## config.mk

```make
export PLATFORM = sky130hd
export DESIGN_NAME = mem_port_arbiter_flat
export DESIGN_NICKNAME = d
export VERILOG_FILES = /design/src/rtl/mem_port_arbiter_pkg.sv /design/src/rtl/mem_port_arbiter_if.sv /design/src/rtl/mem_port_arbiter_rr_pick.sv /design/src/rtl/mem_port_arbiter.sv /design/src/flat_wrapper.sv
export SDC_FILE = /design/constraint.sdc
export NUM_CORES = 1
export LEC_CHECK = 0
export CAP_MARGIN = 0
export CORE_MARGIN = 2
export CORE_UTILIZATION = 41
export CTS_BUF_LIST = sky130_fd_sc_hd__clkbuf_4
export CTS_CLUSTER_SIZE = 10
export DETAILED_ROUTE_END_ITERATION = 10
export PLACE_DENSITY = 0.9
export SYNTH_ARGS = -nofsm -noshare
export SYNTH_HDL_FRONTEND = slang
export SYNTH_SLANG_ARGS = --single-unit
```

## constraint.sdc

```tcl
create_clock -name CLK -period 11.5 [get_ports CLK]
set_input_delay 2.3 -clock CLK [delete_from_list [all_inputs] [get_ports CLK]]
set_output_delay 2.3 -clock CLK [all_outputs]
set_load 0.01 [all_outputs]
```

## src/rtl/mem_port_arbiter_pkg.sv

```systemverilog
// Shared types and helpers for the memory-port arbiter.
//   rw_flag_e   : controller-port command encoding (none/read/write/reserved)
//   arb_state_e : arbiter FSM states
//   is_request  : true for flags that may be granted (read or write)
//   idx_width   : width of a requester index, at least 1 bit
package mem_port_arbiter_pkg;

  typedef enum logic [1:0] {
    RW_NONE  = 2'd0,
    RW_READ  = 2'd1,
    RW_WRITE = 2'd2,
    RW_RSVD  = 2'd3
  } rw_flag_e;

  typedef enum logic [1:0] {
    ST_IDLE,
    ST_ISSUE,
    ST_WAIT
  } arb_state_e;

  function automatic logic is_request(input logic [1:0] flag);
    return (flag == RW_READ) || (flag == RW_WRITE);
  endfunction

  function automatic int unsigned idx_width(input int unsigned n);
    return (n > 1) ? $clog2(n) : 1;
  endfunction

endpackage

```

## src/rtl/mem_port_arbiter_if.sv

```systemverilog
// Bundle of all requester-side and controller-side signals of the arbiter.
//   req_rw_flag_/req_addr_/req_write_data_/req_write_mask_ : packed per-requester requests
//   req_read_data/req_grant/req_done                       : responses to requesters
//   mem_rw_flag/mem_addr/mem_write_data/mem_write_mask     : command to controller port
//   mem_read_data/mem_busy/mem_done                        : status from controller port
// Modports: master = arbiter (drives requester responses and controller command),
//           slave  = environment (requesters plus controller port).
interface mem_port_arbiter_if #(
  parameter int unsigned REQ_COUNT       = 2,
  parameter int unsigned DATA_WIDTH_BYTE = 4,
  parameter int unsigned ADDR_WIDTH_BYTE = 4
);
  localparam int unsigned DATA_WIDTH = 8 * DATA_WIDTH_BYTE;
  localparam int unsigned ADDR_WIDTH = 8 * ADDR_WIDTH_BYTE;

  logic [REQ_COUNT*2-1:0]               req_rw_flag_;
  logic [REQ_COUNT*ADDR_WIDTH-1:0]      req_addr_;
  logic [REQ_COUNT*DATA_WIDTH-1:0]      req_write_data_;
  logic [REQ_COUNT*DATA_WIDTH_BYTE-1:0] req_write_mask_;
  logic [DATA_WIDTH-1:0]                req_read_data;
  logic [REQ_COUNT-1:0]                 req_grant;
  logic [REQ_COUNT-1:0]                 req_done;

  logic [1:0]                           mem_rw_flag;
  logic [ADDR_WIDTH-1:0]                mem_addr;
  logic [DATA_WIDTH-1:0]                mem_write_data;
  logic [DATA_WIDTH_BYTE-1:0]           mem_write_mask;
  logic [DATA_WIDTH-1:0]                mem_read_data;
  logic                                 mem_busy;
  logic                                 mem_done;

  modport master (
    input  req_rw_flag_, req_addr_, req_write_data_, req_write_mask_,
    input  mem_read_data, mem_busy, mem_done,
    output req_read_data, req_grant, req_done,
    output mem_rw_flag, mem_addr, mem_write_data, mem_write_mask
  );

  modport slave (
    output req_rw_flag_, req_addr_, req_write_data_, req_write_mask_,
    output mem_read_data, mem_busy, mem_done,
    input  req_read_data, req_grant, req_done,
    input  mem_rw_flag, mem_addr, mem_write_data, mem_write_mask
  );
endinterface

```

## src/rtl/mem_port_arbiter_rr_pick.sv

```systemverilog
// Combinational round-robin picker.
//   req     : request vector
//   last    : index of the previous winner
//   found   : at least one request present
//   win_oh  : one-hot winner, first set bit after 'last' (wrapping)
//   win_idx : binary index of the winner
module mem_port_arbiter_rr_pick
  import mem_port_arbiter_pkg::*;
#(
  parameter int unsigned REQ_COUNT = 2,
  parameter int unsigned IDX_W     = idx_width(REQ_COUNT)
) (
  input  logic [REQ_COUNT-1:0] req,
  input  logic [IDX_W-1:0]     last,
  output logic                 found,
  output logic [REQ_COUNT-1:0] win_oh,
  output logic [IDX_W-1:0]     win_idx
);
  logic [IDX_W-1:0] cand;

  always_comb begin
    found   = 1'b0;
    win_oh  = '0;
    win_idx = '0;
    cand    = '0;
    // Scan last+1 .. last+REQ_COUNT; the previous winner is checked last.
    for (int unsigned k = 1; k <= REQ_COUNT; k++) begin
      cand = IDX_W'((32'(last) + k) % REQ_COUNT);
      if (!found && req[cand]) begin
        found        = 1'b1;
        win_oh[cand] = 1'b1;
        win_idx      = cand;
      end
    end
  end
endmodule

```

## src/rtl/mem_port_arbiter.sv

```systemverilog
// Shares one memory_controller port among REQ_COUNT requesters.
// Round-robin grant, one transaction in flight, single-cycle rw_flag pulse
// toward the controller, read data and a done pulse back to the owner.
//   CLK, RST : clock and asynchronous active-high reset
//   bus      : mem_port_arbiter_if.master (requester and controller signals)
module mem_port_arbiter
  import mem_port_arbiter_pkg::*;
#(
  parameter int unsigned REQ_COUNT       = 2,
  parameter int unsigned DATA_WIDTH_BYTE = 4,
  parameter int unsigned ADDR_WIDTH_BYTE = 4
) (
  input logic                CLK,
  input logic                RST,
  mem_port_arbiter_if.master bus
);
  localparam int unsigned DATA_WIDTH = 8 * DATA_WIDTH_BYTE;
  localparam int unsigned ADDR_WIDTH = 8 * ADDR_WIDTH_BYTE;
  localparam int unsigned IDX_W      = idx_width(REQ_COUNT);

  arb_state_e state_q, state_d;
  logic issue;

  logic [REQ_COUNT-1:0] req_valid, pick_req, pick_oh;
  logic                 pick_found;
  logic [IDX_W-1:0]     pick_idx;

  logic [1:0]                 sel_flag;
  logic [ADDR_WIDTH-1:0]      sel_addr;
  logic [DATA_WIDTH-1:0]      sel_data;
  logic [DATA_WIDTH_BYTE-1:0] sel_mask;

  logic [REQ_COUNT-1:0]       grant_q, done_q;
  logic [IDX_W-1:0]           rr_ptr_q;
  logic [1:0]                 flag_q;
  logic [ADDR_WIDTH-1:0]      addr_q;
  logic [DATA_WIDTH-1:0]      data_q, rdata_q;
  logic [DATA_WIDTH_BYTE-1:0] mask_q;

  always_comb begin
    req_valid = '0;
    for (int unsigned i = 0; i < REQ_COUNT; i++) begin
      req_valid[i] = is_request(bus.req_rw_flag_[2*i +: 2]);
    end
  end

  // A requester whose req_done is pulsing still shows its finished request
  // this cycle; masking it keeps that request from being granted twice.
  assign pick_req = req_valid & ~done_q;

  mem_port_arbiter_rr_pick #(
    .REQ_COUNT (REQ_COUNT),
    .IDX_W     (IDX_W)
  ) u_rr_pick (
    .req     (pick_req),
    .last    (rr_ptr_q),
    .found   (pick_found),
    .win_oh  (pick_oh),
    .win_idx (pick_idx)
  );

  always_comb begin
    sel_flag = '0;
    sel_addr = '0;
    sel_data = '0;
    sel_mask = '0;
    for (int unsigned i = 0; i < REQ_COUNT; i++) begin
      if (pick_oh[i]) begin
        sel_flag = bus.req_rw_flag_[2*i +: 2];
        sel_addr = bus.req_addr_[i*ADDR_WIDTH +: ADDR_WIDTH];
        sel_data = bus.req_write_data_[i*DATA_WIDTH +: DATA_WIDTH];
        sel_mask = bus.req_write_mask_[i*DATA_WIDTH_BYTE +: DATA_WIDTH_BYTE];
      end
    end
  end

  always_ff @(posedge CLK or posedge RST) begin
    if (RST) state_q <= ST_IDLE;
    else     state_q <= state_d;
  end

  always_comb begin
    state_d = state_q;
    issue   = 1'b0;
    case (state_q)
      ST_IDLE:  if (pick_found) state_d = ST_ISSUE;
      ST_ISSUE: if (!bus.mem_busy) begin
                  issue   = 1'b1;
                  state_d = ST_WAIT;
                end
      ST_WAIT:  if (bus.mem_done) state_d = ST_IDLE;
      default:  state_d = ST_IDLE;
    endcase
  end

  always_ff @(posedge CLK or posedge RST) begin
    if (RST) begin
      grant_q  <= '0;
      done_q   <= '0;
      rr_ptr_q <= IDX_W'(REQ_COUNT - 1);
      flag_q   <= '0;
      addr_q   <= '0;
      data_q   <= '0;
      mask_q   <= '0;
      rdata_q  <= '0;
    end else begin
      done_q <= '0;
      if (state_q == ST_IDLE && pick_found) begin
        grant_q  <= pick_oh;
        rr_ptr_q <= pick_idx;
        flag_q   <= sel_flag;
        addr_q   <= sel_addr;
        data_q   <= sel_data;
        mask_q   <= sel_mask;
      end
      if (state_q == ST_WAIT && bus.mem_done) begin
        done_q  <= grant_q;
        rdata_q <= bus.mem_read_data;
        grant_q <= '0;
      end
    end
  end

  assign bus.mem_rw_flag    = issue ? flag_q : '0;
  assign bus.mem_addr       = addr_q;
  assign bus.mem_write_data = data_q;
  assign bus.mem_write_mask = mask_q;
  assign bus.req_grant      = grant_q;
  assign bus.req_done       = done_q;
  assign bus.req_read_data  = rdata_q;
endmodule

```

## src/flat_wrapper.sv

```systemverilog
// flat-port wrapper written by rule: the top's interface ports become plain ports
module mem_port_arbiter_flat import mem_port_arbiter_pkg::*;
#(
  parameter int unsigned REQ_COUNT       = 2,
  parameter int unsigned DATA_WIDTH_BYTE = 4,
  parameter int unsigned ADDR_WIDTH_BYTE = 4
)
  (CLK, RST, bus_req_rw_flag_, bus_req_addr_, bus_req_write_data_, bus_req_write_mask_, bus_mem_read_data, bus_mem_busy, bus_mem_done, bus_req_read_data, bus_req_grant, bus_req_done, bus_mem_rw_flag, bus_mem_addr, bus_mem_write_data, bus_mem_write_mask);
  mem_port_arbiter_if #(.REQ_COUNT(REQ_COUNT), .DATA_WIDTH_BYTE(DATA_WIDTH_BYTE), .ADDR_WIDTH_BYTE(ADDR_WIDTH_BYTE)) bus_i ();
  input logic CLK;
  input logic RST;
  input wire logic [$bits(bus_i.req_rw_flag_)-1:0] bus_req_rw_flag_;
  input wire logic [$bits(bus_i.req_addr_)-1:0] bus_req_addr_;
  input wire logic [$bits(bus_i.req_write_data_)-1:0] bus_req_write_data_;
  input wire logic [$bits(bus_i.req_write_mask_)-1:0] bus_req_write_mask_;
  input wire logic [$bits(bus_i.mem_read_data)-1:0] bus_mem_read_data;
  input wire logic [$bits(bus_i.mem_busy)-1:0] bus_mem_busy;
  input wire logic [$bits(bus_i.mem_done)-1:0] bus_mem_done;
  output wire logic [$bits(bus_i.req_read_data)-1:0] bus_req_read_data;
  output wire logic [$bits(bus_i.req_grant)-1:0] bus_req_grant;
  output wire logic [$bits(bus_i.req_done)-1:0] bus_req_done;
  output wire logic [$bits(bus_i.mem_rw_flag)-1:0] bus_mem_rw_flag;
  output wire logic [$bits(bus_i.mem_addr)-1:0] bus_mem_addr;
  output wire logic [$bits(bus_i.mem_write_data)-1:0] bus_mem_write_data;
  output wire logic [$bits(bus_i.mem_write_mask)-1:0] bus_mem_write_mask;
  assign bus_i.req_rw_flag_ = bus_req_rw_flag_;
  assign bus_i.req_addr_ = bus_req_addr_;
  assign bus_i.req_write_data_ = bus_req_write_data_;
  assign bus_i.req_write_mask_ = bus_req_write_mask_;
  assign bus_i.mem_read_data = bus_mem_read_data;
  assign bus_i.mem_busy = bus_mem_busy;
  assign bus_i.mem_done = bus_mem_done;
  assign bus_req_read_data = bus_i.req_read_data;
  assign bus_req_grant = bus_i.req_grant;
  assign bus_req_done = bus_i.req_done;
  assign bus_mem_rw_flag = bus_i.mem_rw_flag;
  assign bus_mem_addr = bus_i.mem_addr;
  assign bus_mem_write_data = bus_i.mem_write_data;
  assign bus_mem_write_mask = bus_i.mem_write_mask;
  mem_port_arbiter #(.REQ_COUNT(REQ_COUNT), .DATA_WIDTH_BYTE(DATA_WIDTH_BYTE), .ADDR_WIDTH_BYTE(ADDR_WIDTH_BYTE)) u_core (.CLK(CLK), .RST(RST), .bus(bus_i));
endmodule
```

==> results of run 1 <==
-- cells in the mapped netlist, drive strengths merged --
| cell | number | area [sq um] |
|---|---|---|
| or2 | 2 | 12.5 |
| nor2 | 5 | 26.3 |
| nor3b | 2 | 15.0 |
| a221o | 70 | 701 |
| and2 | 2 | 12.5 |
| a31o | 1 | 8.76 |
| inv | 3 | 11.3 |
| a21oi | 1 | 5.00 |
| dfstp | 1 | 26.3 |
| or3 | 1 | 6.26 |
| clkbuf | 7 | 26.3 |
| dfrtp | 108 | 2700 |
| nor3 | 3 | 26.3 |
| or3b | 1 | 8.76 |
| xnor2 | 2 | 17.5 |
| and3 | 70 | 438 |
| nand2 | 1 | 3.75 |
| nand3b | 2 | 15.0 |
| buf | 26 | 196 |
| mux2 | 33 | 372 |
-- worst max-delay path: stages --
cell and delay (ns):
clkdlybuf4s50_1 0.42, nor3b_1 0.27, and2_1 0.17, clkdlybuf4s50_1 0.53
-- report_power, final --
group	total (uW)	leakage, uW	switching, uW	internal, uW
combinational	958	0.00196	405	553
clock	217	0.0000803	127	90.3
sequential	680	0.00135	115	565
total	1860	0.00339	647	1210
-- sequential cells by signal, summed over array words and instances, names as in the netlist --
| register | flops |
|---|---|
| u_core.bus.mem_write_mask | 4 |
| u_core.bus.mem_write_data | 32 |
| u_core.bus.mem_addr | 32 |
| u_core.bus.req_done | 2 |
| u_core.flag_q | 2 |
| u_core.rr_ptr_q | 1 |
| u_core.bus.req_read_data | 32 |
| u_core.state_q | 2 |
| u_core.bus.req_grant | 2 |
-- worst max path at each step --
| stage | start | slack [ns] | to |
|---|---|---|---|
| after detailed placement | bus_mem_busy | 5.52 | bus_mem_rw_flag[1] |
| after global routing | bus_mem_busy | 5.41 | bus_mem_rw_flag[0] |
| after global placement | bus_mem_busy | 5.54 | bus_mem_rw_flag[1] |
| after CTS | bus_mem_busy | 5.52 | bus_mem_rw_flag[1] |
| after floorplan | RST | 6.33 | u_core.bus.mem_addr[0] |
| final | bus_mem_busy | 5.50 | bus_mem_rw_flag[1] |
-- cell type report --
class / instances / share of cell area [%]
Tap cell: 140 / 2.30
Clock buffer: 10 / 0.987
Multi-Input combinational cell: 196 / 22.0
Inverter: 3 / 0.181
Clock inverter: 6 / 1.15
Sequential cell: 109 / 35.9
Timing Repair Buffer: 286 / 37.5
-- through the flow --
stage	total power [uW]	worst slack [ns]	area, sq um
2_1_floorplan	1140	6.33	4630
3_3_place_gp	1600	5.54	7440
3_5_place_dp	1640	5.52	7440
4_1_cts	1860	5.52	7610
5_1_grt	1950	5.41	7610
6_report	1860	5.50	7610
-- metal layers --
layer | part of all wire [%] | track usage [%]
met5 | 0 | 0
met4 | 2.6 | 10.7
met1 | 37 | 27.0
met3 | 8.4 | 6.17
met2 | 52 | 45.7
-- logic make-up after synthesis --
| kind of cell | share of synthesized area, % |
|---|---|
| flops | 58.9 |
| compound gates | 15.4 |
| xor+xnor | 0.378 |
| simple gates | 12.2 |
| mux | 8.02 |
| buf+inv | 5.05 |
==> qor.yml, run 1 <==
status: "completed"
critical_path_required_ns: 9.20
ctsResizeCount: 0
power.density_cell_area_nw_per_um2: 244
layout.nets: 781
hold_depth: 1
groute.usage.overall_pct: 24.9
wp_data_arrival_ns: 3.70
path_class: "input port to output pin"
min_delay_worst_endpoint: "u_core.bus.req_read_data[26]"
cts_setup_buffers: 0
seq_area_sq_um: 2730
ys_warns: 0
gp_congestion: 0.793
reg2reg_from: "u_core.state_q[1]"
grt_antenna_before_repair: 0
synth_cells: 341
clock_pin_transition_on_the_worst_setup_and_hold_timing_paths_ns: 0.15
synth_nets: 517
fillers: 811
placementRows: 38
detailed_place_hpwl_mm: 11.4
hp-start: "u_core.bus.req_read_data[26]"
cts.htree.levels: 3
count_of_clock_tree_sinks: 109
cts_root_buf: "clkbuf_4"
die-area_sq_um: 12200
r2r_slack_ns: 8.82
routed_via_density: 5.57
clkLatencyLatePin_ns: 0.46
detailedRoute.firstPassIterationCount: 4
max_slew.worst_pin.slew_ns: 1.26
initial_utilization_pct: 42.3
placeableCoreArea_sq_um: 10900
fraction_of_layout_instances_using_a_drive_strength_above_1_pct: 10.0
multiInputGateArea_sq_um: 1680
reg2regPathDepth: 5
syn2layout_area_growth_pct: 64.3
critical_path.endpoint_type: "output pin"
cts-buffers-inserted: 9
design.portCount: 282
commonest_cells_after_routing_fill_and_taps_aside: "281 x clkdlybuf4s50_1, 108 x dfrtp_1, 70 x and3_1, 70 x a221o_1, 33 x mux2_2"
post_dr_wirelength_cell_um: 21.0
final_std_cells_w_o_fill: 750
ys_ff_latch: 109
achievable-frequency_ghz: 0.167
die_height_um: 110
leakage_uw: 0.00339
tritoncts: "done"
whs_ns: 0.525
synth-seq-area-share_pct: 58.9
placement.io_buffers: 281
timing.max_cap.violations: 0
period_share_pct: 52.2
die_w_um: 110
synth_area_sq_um: 4630
worst_r2r_endpoint: "u_core.bus.mem_write_data[23]"
holdCritPathClass: "flip-flop to flip-flop"
routed_wl_mm: 15.8
holdBufCountCts: 0
drc_viols: 0
commonest_non_fill_non_tap_cell_in_the_layout: "clkdlybuf4s50_1"
detail-route-antenna-nets: 0
place.detailed.instances: 734
ctsLongestPathBuffers: 2
fin_util_pct: 69.6
final_max_slew_viol_count: 0
worst_case_headroom_to_the_max_slew_limit_pct: 15.9
grt_pass1_vias: 4412
num_antenna_cells: 0
setup_clock_skew_after_layout_ns: 0.0176
aggregate_negative_setup_slack_ns: 0
rsz0062_at_grt: "false"
syn_avg_cell_area_sq_um: 13.6
initialDrtViolationCount: 247
timing.final.setup_violations: 0
grt.overflow.total: 0
first_pass_grt_wire_length_mm: 22.6
count_of_final_hold_check_violations: 0
maximum_number_of_pins_on_one_net_before_global_route_repair: 73
layout_min_cycle_time_ns: 6.00
synth.distinct_cells: 26
route.vias.total: 4180
critical_path_launch_point_type: "input port"
vdd_ir_drop_max_mv: 0.139
crit_path_max_fanout: 3
Note: power is estimated with default switching activity, not from simulation.
==> run 2, diff against run 1 <==
- CORE_UTILIZATION: 41 -> 38
- PLACE_DENSITY: 0.9 -> 0.85
- clock period: 11.5 -> 6.1 ns (I/O delays scaled with it)
==> run 2 against run 1 <==
Effect of this change: worst hold slack hardly changed; sequential power grew 87%; combinational power up 86%; total power up 84%; die area is 7.6% higher.
==> qor.yml, run 2 (synthesis results as in run 1) <==
period_share_pct: 66.0
timing.final.setup_violations: 0  # unchanged
fillers: 955  # was 811
routed_wl_mm: 14.8  # was 15.8 mm
holdCritPathClass: "flip-flop to flip-flop"  # unchanged
wp_data_arrival_ns: 2.81  # was 3.70 ns
reg2regPathDepth: 5  # unchanged
worst_path_most_repeated_cell: "clkdlybuf4s50_1"  # unchanged
count_of_clock_tree_sinks: 109  # unchanged
ctsLongestPathBuffers: 2  # unchanged
commonest_non_fill_non_tap_cell_in_the_layout: "clkdlybuf4s50_1"  # unchanged
grt_use_met2_pct: 38.3  # was 45.7%
top_usage_layer: "met2"  # unchanged
syn2layout_area_growth_pct: 63.9  # was 64.3%
seq_area_sq_um: 2730  # unchanged
multiInputGateArea_sq_um: 1680  # unchanged
status: "completed"  # unchanged
setup_clock_skew_after_layout_ns: 0.0199  # was 0.0176 ns
die_height_um: 114  # was 110 um
routed_via_density: 5.42  # was 5.57
grt.overflow.total: 0  # unchanged
crit_path_max_fanout: 3  # unchanged
clkLatencyLatePin_ns: 0.48  # was 0.46 ns
max_slew.worst_pin.slew_ns: 1.25  # was 1.26 ns
aggregate_negative_setup_slack_ns: 0  # unchanged
min_delay_worst_endpoint: "u_core.bus.req_read_data[19]"  # was u_core.bus.req_read_data[26]
grt_pass1_vias: 4379  # was 4,412
initialDrtViolationCount: 253  # was 247
ctsResizeCount: 0  # unchanged
initial_utilization_pct: 38.7  # was 42.3%
cp.buffers_inverters: 2  # unchanged
path_class: "input port to output pin"  # unchanged
gp_congestion: 0.815  # was 0.793
power.density_cell_area_nw_per_um2: 450  # was 244 nW/um^2
critical_path.top_delay_family: "buffers and inverters"  # unchanged
vdd_ir_drop_max_mv: 0.244  # was 0.139 mV
groute.layer.met3.usage_pct: 6.41  # was 6.17%
timing.max_cap.violations: 0  # unchanged
cts-buffers-inserted: 9  # unchanged
critical_path_launch_point_type: "input port"  # unchanged
critical_path.endpoint_type: "output pin"  # unchanged
achievable-frequency_ghz: 0.248
maximum_number_of_pins_on_one_net_before_global_route_repair: 73  # unchanged
grt.met1_usage_pct: 26.2  # was 27.0%
commonest_cells_after_routing_fill_and_taps_aside: "281 x clkdlybuf4s50_1, 108 x dfrtp_1, 70 x and3_1, 70 x a221o_1, 33 x mux2_2"  # unchanged
clock_pin_transition_on_the_worst_setup_and_hold_timing_paths_ns: 0.15  # about the same
die_w_um: 114  # was 110 um
route.vias.total: 4101  # was 4,180
final_max_slew_viol_count: 0  # unchanged
leakage_uw: 0.00338  # was 0.00339 uW
hp-start: "u_core.bus.req_read_data[19]"  # was u_core.bus.req_read_data[26]
fraction_of_layout_instances_using_a_drive_strength_above_1_pct: 9.84  # was 10.0%
first_pass_grt_wire_length_mm: 22.5  # was 22.6 mm
post_dr_wirelength_cell_um: 19.6  # was 21.0 um
die-area_sq_um: 13100  # was 12,200 sq um
design.portCount: 282  # unchanged
worst_r2r_endpoint: "u_core.bus.mem_addr[9]"  # was u_core.bus.mem_write_data[23]
rsz0062_at_grt: "false"  # unchanged
cts.htree.levels: 3  # unchanged
num_antenna_cells: 0  # unchanged
placeableCoreArea_sq_um: 12000  # was 10,900 sq um
critical_path.slowest_cell: "clkdlybuf4s50_1"  # unchanged
power_uw: 3420  # was 1860 uW
worst_case_headroom_to_the_max_slew_limit_pct: 16.4  # was 15.9%
fin_util_pct: 63.5  # was 69.6%
path_cells: "clkdlybuf4s50_1 -> nor3b_1 -> and2_1 -> clkdlybuf4s50_1"  # unchanged
tritoncts: "done"  # unchanged
placement.io_buffers: 281  # unchanged
cts_root_buf: "clkbuf_4"  # unchanged
grt_antenna_before_repair: 0  # unchanged
layout_min_cycle_time_ns: 4.03
detail-route-antenna-nets: 0  # unchanged
reg2reg_from: "u_core.state_q[0]"  # was u_core.state_q[1]
hold_depth: 1  # unchanged
detailedRoute.firstPassIterationCount: 5  # was 4
groute.usage.overall_pct: 22.4  # was 24.9%
detailed_place_hpwl_mm: 10.7  # was 11.4 mm
slowest_delay_ns: 0.56  # was 0.53 ns
critical_path_required_ns: 4.88  # was 9.20 ns
count_of_final_hold_check_violations: 0  # unchanged
layout.nets: 781  # unchanged
cts_setup_buffers: 0  # unchanged
drc_viols: 0  # unchanged
r2r_slack_ns: 3.47  # was 8.82 ns
placementRows: 40  # was 38
holdBufCountCts: 0  # unchanged
## run 2: cell count changes in the layout (fill, tap and decap cells not counted)
cell	before	now
clkinv_1	1	2
bufinv_16	2	1
clkinvlp_4	2	1
inv_6	0	1
## run 2: per-stage QoR
| stage | instance area, sq um | hold slack [ns] | cells | setup WS [ns] |
|---|---|---|---|---|
| after floorplan | 4630 | 0.470 | 341 | 2.01 |
| after global placement | 7450 | 0.488 | 741 | 2.27 |
| after detailed placement | 7450 | 0.492 | 741 | 2.09 |
| after CTS | 7590 | 0.527 | 757 | 2.09 |
| after global routing | 7590 | 0.542 | 757 | 2.07 |
| final | 7590 | 0.526 | 757 | 2.07 |
## run 2: worst max-delay path by stage
| stage | startpoint | end | depth (start not counted) |
|---|---|---|---|
| 6_report | bus_mem_busy | bus_mem_rw_flag[1] | 4 |
| 5_1_grt | bus_mem_busy | bus_mem_rw_flag[1] | 4 |
| 4_1_cts | bus_mem_busy | bus_mem_rw_flag[1] | 4 |
| 3_5_place_dp | bus_mem_busy | bus_mem_rw_flag[1] | 4 |
| 3_3_place_gp | bus_mem_busy | bus_mem_rw_flag[0] | 4 |
| 2_1_floorplan | RST | u_core.bus.mem_addr[0] | 1 |
## run 2: area by class of cell
| cell class | count | area share, % |
|---|---|---|
| Clock buffer | 10 | 0.989 |
| Multi-Input combinational cell | 196 | 22.1 |
| Sequential cell | 109 | 36.0 |
| Tap cell | 147 | 2.42 |
| Clock inverter | 6 | 0.824 |
| Timing Repair Buffer | 286 | 37.6 |
| Inverter | 3 | 0.181 |
## run 2: per-layer routing
| metal | vias to the layer above | wire (um) |
|---|---|---|
| met5 | - | 0 |
| met4 | 0 | 486 |
| li1 | 1855 | - |
| met3 | 38 | 1180 |
| met1 | 2012 | 5570 |
| met2 | 196 | 7570 |
## run 2: power by group
group | total, uW | switching (uW) | internal (uW) | leakage (uW)
combinational | 1780 | 738 | 1040 | 0.00196
sequential | 1270 | 208 | 1070 | 0.00135
clock | 365 | 236 | 129 | 0.0000721
